## config.mk

```make
export PLATFORM = sky130hd
export DESIGN_NAME = uart_piso_cfg
export DESIGN_NICKNAME = d
export VERILOG_FILES = /design/src/rtl/uart_piso_cfg.sv
export SDC_FILE = /design/constraint.sdc
export NUM_CORES = 1
export LEC_CHECK = 0
export ABC_AREA = 1
export CORE_MARGIN = 4
export CORE_UTILIZATION = 35
export DETAILED_ROUTE_END_ITERATION = 8
export PLACE_DENSITY = 0.65
export SYNTH_ARGS = -nofsm -noshare
export SYNTH_HDL_FRONTEND = slang
export SYNTH_SLANG_ARGS = --single-unit
```

## constraint.sdc

```tcl
create_clock -name baud_clk -period 1.6 [get_ports baud_clk]
set_clock_uncertainty 0.15 [all_clocks]
set_input_delay 0.48 -clock baud_clk [delete_from_list [all_inputs] [get_ports baud_clk]]
set_output_delay 0.48 -clock baud_clk [all_outputs]
set_load 0.02 [all_outputs]
```

## src/rtl/uart_piso_cfg.sv

```systemverilog
// rtl/uart_piso_cfg.sv - UART TX serialiser with runtime length, parity and stop-bit config
// Frames a latched word as start/data(LSB first)/optional parity/stop bits, one bit per baud_clk.
module uart_piso_cfg #(
  parameter int DATA_W = 8,
  parameter int LEN_W  = 5
) (
  input  logic              baud_clk,
  input  logic              reset_n,
  input  logic              send,
  input  logic [DATA_W-1:0] reg_data,
  input  logic [LEN_W-1:0]  data_len,
  input  logic [1:0]        parity_type,
  input  logic              stop_bits,
  output logic              data_tx,
  output logic              active_flag,
  output logic              done_flag
);

  typedef enum logic [2:0] {
    S_IDLE,
    S_START,
    S_DATA,
    S_PARITY,
    S_STOP
  } state_t;

  localparam logic [LEN_W-1:0] LEN_MIN = LEN_W'(5);
  localparam logic [LEN_W-1:0] LEN_MAX = LEN_W'(DATA_W);

  state_t            state_q, state_d;
  logic [DATA_W-1:0] shift_q, shift_d;
  logic [LEN_W-1:0]  len_q, len_d;
  logic [LEN_W-1:0]  cnt_q, cnt_d;
  logic              par_en_q, par_en_d;
  logic              par_bit_q, par_bit_d;
  logic              stop2_q, stop2_d;
  logic              stop_cnt_q, stop_cnt_d;
  logic              tx_q, tx_d;
  logic              active_q, active_d;
  logic              done_q, done_d;

  logic [LEN_W-1:0]  len_clamped;
  logic [DATA_W-1:0] len_mask;
  logic              par_calc;

  // Parity is computed at latch time over only the bits that will be sent.
  always_comb begin
    len_clamped = data_len;
    if (data_len < LEN_MIN) begin
      len_clamped = LEN_MIN;
    end else if (data_len > LEN_MAX) begin
      len_clamped = LEN_MAX;
    end
    for (int i = 0; i < DATA_W; i++) begin
      len_mask[i] = (LEN_W'(i) < len_clamped);
    end
    par_calc = (^(reg_data & len_mask)) ^ (parity_type == 2'b01);
  end

  always_comb begin
    state_d    = state_q;
    shift_d    = shift_q;
    len_d      = len_q;
    cnt_d      = cnt_q;
    par_en_d   = par_en_q;
    par_bit_d  = par_bit_q;
    stop2_d    = stop2_q;
    stop_cnt_d = stop_cnt_q;
    tx_d       = tx_q;
    done_d     = 1'b0;

    case (state_q)
      S_IDLE: begin
        tx_d = 1'b1;
        if (send) begin
          state_d   = S_START;
          shift_d   = reg_data;
          len_d     = len_clamped;
          par_en_d  = ^parity_type;
          par_bit_d = par_calc;
          stop2_d   = stop_bits;
          tx_d      = 1'b0;
        end
      end
      S_START: begin
        state_d = S_DATA;
        tx_d    = shift_q[0];
        shift_d = shift_q >> 1;
        cnt_d   = LEN_W'(1);
      end
      S_DATA: begin
        // cnt_q counts bits already placed on the line.
        if (cnt_q >= len_q) begin
          if (par_en_q) begin
            state_d = S_PARITY;
            tx_d    = par_bit_q;
          end else begin
            state_d    = S_STOP;
            tx_d       = 1'b1;
            stop_cnt_d = 1'b0;
          end
        end else begin
          tx_d    = shift_q[0];
          shift_d = shift_q >> 1;
          cnt_d   = cnt_q + LEN_W'(1);
        end
      end
      S_PARITY: begin
        state_d    = S_STOP;
        tx_d       = 1'b1;
        stop_cnt_d = 1'b0;
      end
      S_STOP: begin
        tx_d = 1'b1;
        if (stop_cnt_q == stop2_q) begin
          state_d = S_IDLE;
          done_d  = 1'b1;
        end else begin
          stop_cnt_d = 1'b1;
        end
      end
      default: begin
        state_d = S_IDLE;
        tx_d    = 1'b1;
      end
    endcase

    active_d = (state_d != S_IDLE);
  end

  always_ff @(posedge baud_clk) begin
    if (!reset_n) begin
      state_q    <= S_IDLE;
      shift_q    <= '0;
      len_q      <= '0;
      cnt_q      <= '0;
      par_en_q   <= 1'b0;
      par_bit_q  <= 1'b0;
      stop2_q    <= 1'b0;
      stop_cnt_q <= 1'b0;
      tx_q       <= 1'b1;
      active_q   <= 1'b0;
      done_q     <= 1'b0;
    end else begin
      state_q    <= state_d;
      shift_q    <= shift_d;
      len_q      <= len_d;
      cnt_q      <= cnt_d;
      par_en_q   <= par_en_d;
      par_bit_q  <= par_bit_d;
      stop2_q    <= stop2_d;
      stop_cnt_q <= stop_cnt_d;
      tx_q       <= tx_d;
      active_q   <= active_d;
      done_q     <= done_d;
    end
  end

  assign data_tx     = tx_q;
  assign active_flag = active_q;
  assign done_flag   = done_q;

endmodule

```

==> results of run 1 <==
-- registers in the layout, indices dropped and copies added, names as in the netlist, 3 cells and up --
register  cells
shift_q       8
len_q         5
state_q       3
cnt_q         5
-- cell type report --
class	count	area, um2	share of cell area, %
clock inverters	1	30.0	1.23
inverters	39	146	6.02
repair buffers	58	493	20.3
flip-flops and latches	28	571	23.4
well taps	52	65.1	2.67
clock buffers	3	41.3	1.70
multi-input cells	184	1090	44.7
-- power by group --
part	switching (mW)	leakage [nW]	internal (mW)
logic	0.347	0.888	0.280
clock network	0.227	0.0357	0.335
registers	0.0370	0.233	0.761
-- cells by family after synthesis --
group           share of synthesized area (%)
fa+ha+maj                                5.21
flops                                    33.4
xor+xnor                                 1.56
buf+inv                                  10.6
compound gates                           12.7
simple gates                             36.6
-- critical path, delay by kind of cell (launching register included) --
| kind | cells | cell delay [ps] |
|---|---|---|
| flip-flops | 1 | 340 |
| AND/OR/NAND/NOR | 3 | 260 |
| buffers and inverters | 3 | 300 |
| AO/OA/AOI/OAI | 2 | 360 |
| adder cells (fa/ha/maj) | 1 | 280 |
-- metrics by stage --
step,hold WS [ps],setup WS (ps),power (mW),util [%]
after CTS,314,-120,1.96,51.8
final,314,-162,1.99,54.0
after floorplan,290,-21.1,1.16,-
after global routing,327,-247,2.11,54.0
after global placement,295,-408,1.38,49.7
after detailed placement,301,-410,1.39,49.7
-- cells in the mapped netlist (2+ instances only) --
cell	count
dfxtp_1	28
o21ai_1	6
nor2_1	14
inv_2	3
a21oi_1	24
ha_1	7
o21a_1	2
inv_1	35
a211oi_1	2
xnor2_1	2
o21ai_0	5
nand3_1	31
nand4_1	2
nand2_4	2
nand2_2	3
nand2_1	74
-- per-layer routing --
layer / up-vias / global-route usage (%) / wire length, um
li1: 936 / - / -
met2: 24 / 22.7 / 1980
met3: 7 / 2.69 / 151
met5: - / 0 / 0
met4: 0 / 3.56 / 58
met1: 785 / 18.9 / 2030
-- path summary, 6_finish.rpt --
check / end / slack, ps / cells past startpoint
hold reg to reg: len_q[3] / 310 / 2
setup / recovery: cnt_q[4] / -160 / 9
setup reg to reg: cnt_q[4] / -160 / 9
hold / removal: len_q[3] / 310 / 2
-- what timing repair did --
action | in CTS | in global routing
pin swaps | 6 | 12
gates resized for setup | 23 | 33
endpoints found under the setup margin | 23 | 24
endpoints found under the hold margin | 0 | 0
gates cloned | 1 | 0
buffers inserted | 0 | 1
==> key figures, run 1 <==
Layout
  • Post-layout instance area: 2430 um2
  • # diodes: 0
  • Share of layout cells above drive strength 1: 31.0%
  • Commonest cells after routing, fill and taps aside: nand2_1, buf_4, nand3_1
  • Most common cell after layout, fill and taps aside: nand2_1
  • Final #Nets: 340
  • Non-Filler Instances: 365
  • Fillcell total: 431
  • Area Growth Syn to Fin: 44.8%

Floorplanning
  • Chip Height: 77.3 um
  • Core ar.: 4500 um2
  • Total die area: 5970 um2
  • Die width: 77.3 um
  • Row count: 24
  • Initial Util: 37.3%
  • Io pins: 22

Min path
  • Worst min path class: reg -> reg
  • Hold Path Origin: len_q[3]

Synthesis
  • Largest cells by area after synthesis: dfxtp_1, nand2_1, nand3_1
  • Syn_area_per_cell: 6.62 um2
  • Net Count, Synth: 280
  • Synth warnings: 0
  • Synth Cell Area: 1680 um2
  • Top cell type's share of synthesized area: 33.4%
  • Seq/Total Area, Yosys: 33.4%
  • Post-Syn Instances: 254
  • Biggest area consumer among synthesized cells: dfxtp_1
  • Post-synth top flop: dfxtp_1
  • Unique masters post-synth: 30
  • FFs w/ async S/R, synth: 0%
  • Number of synthesized flops with an enable pin: 0
  • Number of synthesized register bits: 28

Setup path
  • Critical path type: reg -> reg
  • CP peak stage delay: 340 ps
  • Crit-path slowest cell: dfxtp_2
  • Worst Path Required: 1660 ps
  • Critical Path, Cell by Cell: inv_2 > ha_4 > nand2_2 > o21a_1 > buf_6 > buf_4 > nand4_4 > nand3_1 > a21oi_2
  • CP startpoint kind: register
  • Worst Setup End Kind: register
  • Worst-path fanout max: 5
  • FF-to-FF Start: len_q[4]
  • CP Launch Point: len_q[4]
  • WP data arrival: 1830 ps

Timing
  • # setup viols final: 19
  • Tmin final: 1760 ps
  • Setup tns final: -2000 ps
  • RSZ-0062 raised after global routing: true
  • Slew @ Worst Pin: 302 ps
  • Max Clock Freq: 567 MHz
  • Worst Setup Slack, final: -162 ps
  • Period utilization: 110%
  • Fin. Hold Viols: 0
  • Slew Viols, Final: 0
  • Max_slew headroom: 79.8%

Routing
  • Number of remaining DRC errors: 0
  • Drt via density: 4.80
  • DRT Pass-1 Iters: 4
  • Detail Route Antenna Nets: 0
  • Vias: 1752
  • 1st-iter DRT viols: 74
  • WL per Instance: 11.6 um
  • DRT Wirelength: 4230 um

Run status
  • Violated checks: setup timing
  • Status: finished with violations

Clock network
  • Max Root-Sink Buffers: 2
  • CTS Buf Count: 3
  • Clock Sinks: 28
  • Hold buffers post-CTS: 0
  • CTS tree: built
  • Root Buffer: clkbuf_8
  • CTS H-tree lvls: 1
  • Clock transition at the registers of the reported paths: 90 ps
  • Worst skew pair latency: 280 ps

Pwr
  • Leak Pwr: 1.16 nW
  • Peak VDD IR: 438 uV
  • Pwr/cell area: 817 nW/um2

Job
  • Total of max-cap violations: 0

Global route
  • Initial antenna violation count: 0
  • First-pass GRT wire length: 6950 um
  • Vias in the first global route: 1609
  • Total global-route track usage: 14.0%
  • Largest net degree at the start of global routing: 17
  • Grt total ovfl: 0

Placement
  • Placed cells: 359
  • RePlAce Congestion: 0.776
  • Dpl cell area: 2240 um2
  • IO buf count: 21
  • Dpl hpwl: 3070 um
No activity file was read; power rests on OpenSTA's default activity.
==> run 2: changes to the inputs <==
- CAP_MARGIN: default -> 0
- CTS_BUF_LIST: default -> sky130_fd_sc_hd__clkbuf_2
==> key figures, run 2 (synthesized netlist as in run 1, its figures left out) <==
Setup path
  • Worst Setup End Kind: register
  • CP Launch Point: cnt_q[2]
  • CP Capture Point: cnt_q[3]
  • Worst Path Required: 1770 ps
  • Worst-path fanout max: 5
  • Critical path type: reg -> reg
  • CP startpoint kind: register
  • WP data arrival: 1950 ps
  • Worst reg-to-reg setup slack: -190 ps
  • Worst r2r path cells: 8
  • FF-to-FF Start: cnt_q[2]
  • Capturing point of the worst reg2reg path: cnt_q[3]

Timing
  • RSZ-0062 raised after global routing: true
  • Period utilization: 112%
  • Tmin final: 1790 ps
  • Worst Setup Slack, final: -186 ps
  • Max_slew headroom: 79.9%
  • Max Clock Freq: 560 MHz
  • Fin. Hold Viols: 0
  • # setup viols final: 18
  • Slew @ Worst Pin: 301 ps
  • Slew Viols, Final: 0

Floorplanning
  • Io pins: 22
  • Initial Util: 37.3%
  • Core ar.: 4500 um2
  • Total die area: 5970 um2
  • Die width: 77.3 um
  • Row count: 24
  • Chip Height: 77.3 um

Clock network
  • Max Root-Sink Buffers: 2
  • Worst skew pair latency: 380 ps
  • CTS Buf Count: 3
  • Clock Sinks: 28
  • Root Buffer: clkbuf_2
  • CTS H-tree lvls: 1
  • CTS tree: built
  • Clock transition at the registers of the reported paths: 280 ps

Routing
  • Vias: 1751
  • Met2 WL: 1960 um
  • Wire length on met1: 2050 um
  • 1st-iter DRT viols: 93
  • DRT Pass-1 Iters: 4
  • Top Metal Used: met4
  • WL met3: 159 um
  • Number of remaining DRC errors: 0
  • DRT Wirelength: 4200 um
  • Detail Route Antenna Nets: 0
  • Drt via density: 4.80
  • WL per Instance: 11.5 um

Layout
  • Largest reg by FF count: shift_q
  • Most common cell after layout, fill and taps aside: nand2_1
  • Non-Filler Instances: 365
  • Area Growth Syn to Fin: 43.7%
  • Max reg flops: 8
  • # diodes: 0
  • Share of layout cells above drive strength 1: 30.0%
  • Commonest cells after routing, fill and taps aside: nand2_1, buf_4, inv_1
  • Fillcell total: 431
  • Final #Nets: 340
  • Biggest regs: shift_q x8, cnt_q x5, len_q x5
  • Area occupied by multi-input gates: 1080 um2
  • Register Area: 571 um2

Pwr
  • Sw Share: 32.1%
  • NetSw: 0.595 mW
  • Clk pwr share: 23.4%
  • Leak Pwr: 1.20 nW
  • Internal Power: 1.26 mW
  • Sequential Power Share: 43.2%
  • Peak VDD IR: 614 uV
  • Power share of the combinational group: 33.4%
  • Pwr/cell area: 768 nW/um2

Global route
  • Total global-route track usage: 13.9%
  • Initial antenna violation count: 0
  • Vias in the first global route: 1581
  • Largest net degree at the start of global routing: 17
  • Grt total ovfl: 0
  • First-pass GRT wire length: 6910 um

Placement
  • RePlAce Congestion: 0.776
  • IO buf count: 21
  • Placed cells: 359
  • DP Worst Slack: -410 ps
  • Dpl hpwl: 3070 um

Min path
  • Worst min path class: in -> reg

Run status
  • Violated checks: setup timing
  • Status: finished with violations

Job
  • Total of max-cap violations: 0
-- run 2: cell types whose count changed in the layout (fill, tap and decap cells not counted), moves of 3 or more --
cell             change
nand3_2              +3
clkdlybuf4s50_1      +3
dlymetal6s2s_1       +6
buf_4                +3
clkbuf_2             +3
dlygate4sd2_1       -11
inv_2                -5
nand3_1              -3
inv_1                +4
clkbuf_8             -3
-- run 2: critical path, cell delays in order (launching register included) --
cell     delay (ps)
dfxtp_4         430
ha_4            240
a21oi_2         120
o21a_1          180
buf_6           130
nand4_4         160
nand2_4         140
nand2_1          60
a21oi_1         120
-- run 2: routing by layer --
layer / vias up / global-route usage [%]
met1: 785 / 19.1
li1: 940 / -
met3: 2 / 2.93
met2: 24 / 22.5
met5: - / 0
met4: 0 / 2.67
-- run 2: power by group through the flow --
stage	registers (mW)	clock network, mW	logic [mW]
2_1_floorplan	0.818	0	0.340
3_3_place_gp	0.810	0	0.573
3_5_place_dp	0.811	0	0.578
4_1_cts	0.798	0.445	0.590
5_1_grt	0.809	0.474	0.690
6_report	0.801	0.434	0.619
-- run 2: what timing repair did --
item,4_1_cts,5_1_grt
gates resized for setup,19,37
pin swaps,2,14
buffers inserted,0,1
gates cloned,1,0
endpoints found under the hold margin,0,0
hold buffers,0,0
endpoints found under the setup margin,22,29
-- run 2: how the worst min path moves through the flow --
stage,start,slack (ps),cells after the start,to
3_5_place_dp,shift_q[5],300,2,shift_q[5]
4_1_cts,shift_q[5],330,2,shift_q[5]
3_3_place_gp,shift_q[6],290,2,shift_q[6]
6_report,parity_type[0],270,3,par_en_q
2_1_floorplan,len_q[4],290,2,len_q[4]
5_1_grt,parity_type[0],230,3,par_en_q
-- run 2: per-stage QoR --
step / util (%) / TNS, ps / cell area [um2] / hold slack, ps / total power, mW
6_report: 53.6 / -1990 / 2410 / 273 / 1.85
5_1_grt: 53.6 / -3690 / 2410 / 232 / 1.97
4_1_cts: 51.1 / -1740 / 2300 / 328 / 1.83
3_5_place_dp: 49.7 / -4250 / 2240 / 301 / 1.39
3_3_place_gp: 49.7 / -4390 / 2240 / 295 / 1.38
2_1_floorplan: - / -124 / 1730 / 290 / 1.16
-- run 2: area by class of cell --
type / instances / area share [%]
clock buffer: 3 / 0.622
timing repair buffer: 58 / 21.0
tap: 52 / 2.69
multi-input combinational: 184 / 44.6
inverter: 39 / 6.17
sequential: 28 / 23.6
clock inverter: 1 / 1.24
==> run 3: changes to the inputs <==
- DONT_BUFFER_PORTS: default -> 1
- MAX_ROUTING_LAYER: default -> met4
- PLACE_DENSITY: 0.65 -> 0.59
==> key figures, run 3 (synthesized netlist as in run 1, its figures left out) <==
Run status
  • Status: finished with violations
  • Violated checks: setup timing

Global route
  • First-pass GRT wire length: 6740 um
  • Vias in the first global route: 1529
  • Grt total ovfl: 0
  • Total global-route track usage: 13.9%
  • Largest net degree at the start of global routing: 17
  • Initial antenna violation count: 0

Floorplanning
  • Total die area: 5970 um2
  • Chip Height: 77.3 um
  • Initial Util: 37.3%
  • Row count: 24
  • Die width: 77.3 um
  • Core ar.: 4500 um2
  • Io pins: 22

Timing
  • Tmin final: 1770 ps
  • # setup viols final: 18
  • Fin. Hold Viols: 0
  • Max Clock Freq: 565 MHz
  • RSZ-0062 raised after global routing: true
  • Slew @ Worst Pin: 276 ps
  • Max_slew headroom: 81.5%
  • Worst Setup Slack, final: -169 ps
  • Period utilization: 111%
  • Setup tns final: -2370 ps
  • Slew Viols, Final: 0

Layout
  • Share of layout cells above drive strength 1: 27.9%
  • Non-Filler Instances: 328
  • Max reg flops: 8
  • Post-layout instance area: 2100 um2
  • # diodes: 0
  • Final Core Density: 46.6%
  • Area Growth Syn to Fin: 25.0%
  • Biggest regs: shift_q x8, cnt_q x5, len_q x5
  • Final #Nets: 303
  • Commonest cells after routing, fill and taps aside: nand2_1, inv_1, nand3_1
  • Fillcell total: 475
  • Largest reg by FF count: shift_q
  • Most common cell after layout, fill and taps aside: nand2_1

Clock network
  • CTS tree: built
  • CTS H-tree lvls: 1
  • Hold buffers post-CTS: 0
  • Root Buffer: clkbuf_2
  • Max Root-Sink Buffers: 2
  • Worst skew pair latency: 380 ps
  • CTS Buf Count: 3
  • Clock transition at the registers of the reported paths: 280 ps
  • Clock Sinks: 28

Setup path
  • Critical path type: reg -> reg
  • WP buf/inv: 2
  • CP top delay family: compound AO/OA/AOI/OAI gates
  • WP data arrival: 1920 ps
  • Worst Setup End Kind: register
  • Crit-path slowest cell: dfxtp_2
  • Critical Path, Cell by Cell: inv_2 > ha_4 > a21oi_2 > o21a_1 > nand4_4 > buf_4 > nand3_1 > a21oi_1
  • CP startpoint kind: register
  • CP peak stage delay: 380 ps
  • Worst Path Required: 1750 ps
  • Worst-path fanout max: 9

Min path
  • Worst min path class: in -> reg

Pwr
  • Peak VDD IR: 695 uV
  • NetSw: 0.584 mW
  • Pwr/cell area: 847 nW/um2
  • Leak Pwr: 0.968 nW
  • Sequential Power Share: 46.0%
  • Sw Share: 32.8%
  • Overall Power: 1.78 mW
  • Power share of the combinational group: 29.5%
  • Clk pwr share: 24.4%
  • Internal Power: 1.19 mW

Routing
  • Drt via density: 4.94
  • WL per Instance: 12.4 um
  • 1st-iter DRT viols: 71
  • DRT Pass-1 Iters: 4
  • Vias: 1621
  • DRT Wirelength: 4060 um
  • Number of remaining DRC errors: 0
  • Detail Route Antenna Nets: 0

Placement
  • Dpl cell area: 1890 um2
  • RePlAce Congestion: 0.859
  • IO buf count: 0
  • Dpl hpwl: 3040 um
  • Placed cells: 319

Job
  • Total of max-cap violations: 0
## run 3: changes by cell type in the layout (fill, tap and decap cells not counted), sizes merged
| cell | before | now |
|---|---|---|
| buf | 40 | 22 |
| clkdlybuf4s50 | 9 | 0 |
| dlymetal6s2s | 9 | 0 |
| nand4 | 4 | 3 |
## run 3: path summary, 6_finish.rpt
kind | from | endpoint | slack (ps) | cells past startpoint
max reg2reg | len_q[2] | cnt_q[2] | -170 | 8
min reg2reg | len_q[4] | len_q[4] | 330 | 2
min | reset_n | shift_q[7] | 30 | 2
max | len_q[2] | cnt_q[2] | -170 | 8
## run 3: worst reg2reg max path, stage by stage (launching register included)
cell     delay [ps]
dfxtp_2         380
inv_2            40
ha_4            240
a21oi_2         140
o21a_1          210
nand4_4         220
buf_4           200
nand3_1          60
a21oi_1          60
## run 3: per-stage QoR
| stage | setup WS (ps) | hold WS, ps |
|---|---|---|
| final | -169 | 31.0 |
| after global routing | -261 | 1.97 |
| after CTS | -138 | 8.69 |
| after detailed placement | -208 | 300 |
| after global placement | -154 | 298 |
| after floorplan | -21.1 | 290 |
## run 3: what timing repair did
action,CTS,global route
gates resized for setup,17,17
gates cloned,0,0
setup buffers,3,2
setup endpoints to repair,17,19
pin swaps,13,9
## run 3: final cells by class
class,count,area (um2),area share [%]
clock inverters,1,30.0,1.43
well taps,52,65.1,3.10
repair buffers,22,173,8.22
clock buffers,3,15.0,0.715
inverters,39,146,6.97
flip-flops and latches,28,572,27.2
multi-input cells,183,1100,52.4
## run 3: power by group through the flow
stage,clock network [mW],registers (mW),logic [mW]
after global routing,0.474,0.827,0.588
after detailed placement,0,0.826,0.433
after CTS,0.448,0.816,0.479
after global placement,0,0.827,0.428
after floorplan,0,0.818,0.340
final,0.434,0.819,0.526
## run 3: per-layer routing
layer	vias up	global-route usage [%]	share of wire [%]
met2	22	23.0	48
li1	861	-	-
met5	-	-	0
met4	0	1.60	0.47
met3	2	3.28	3.8
met1	736	17.9	48
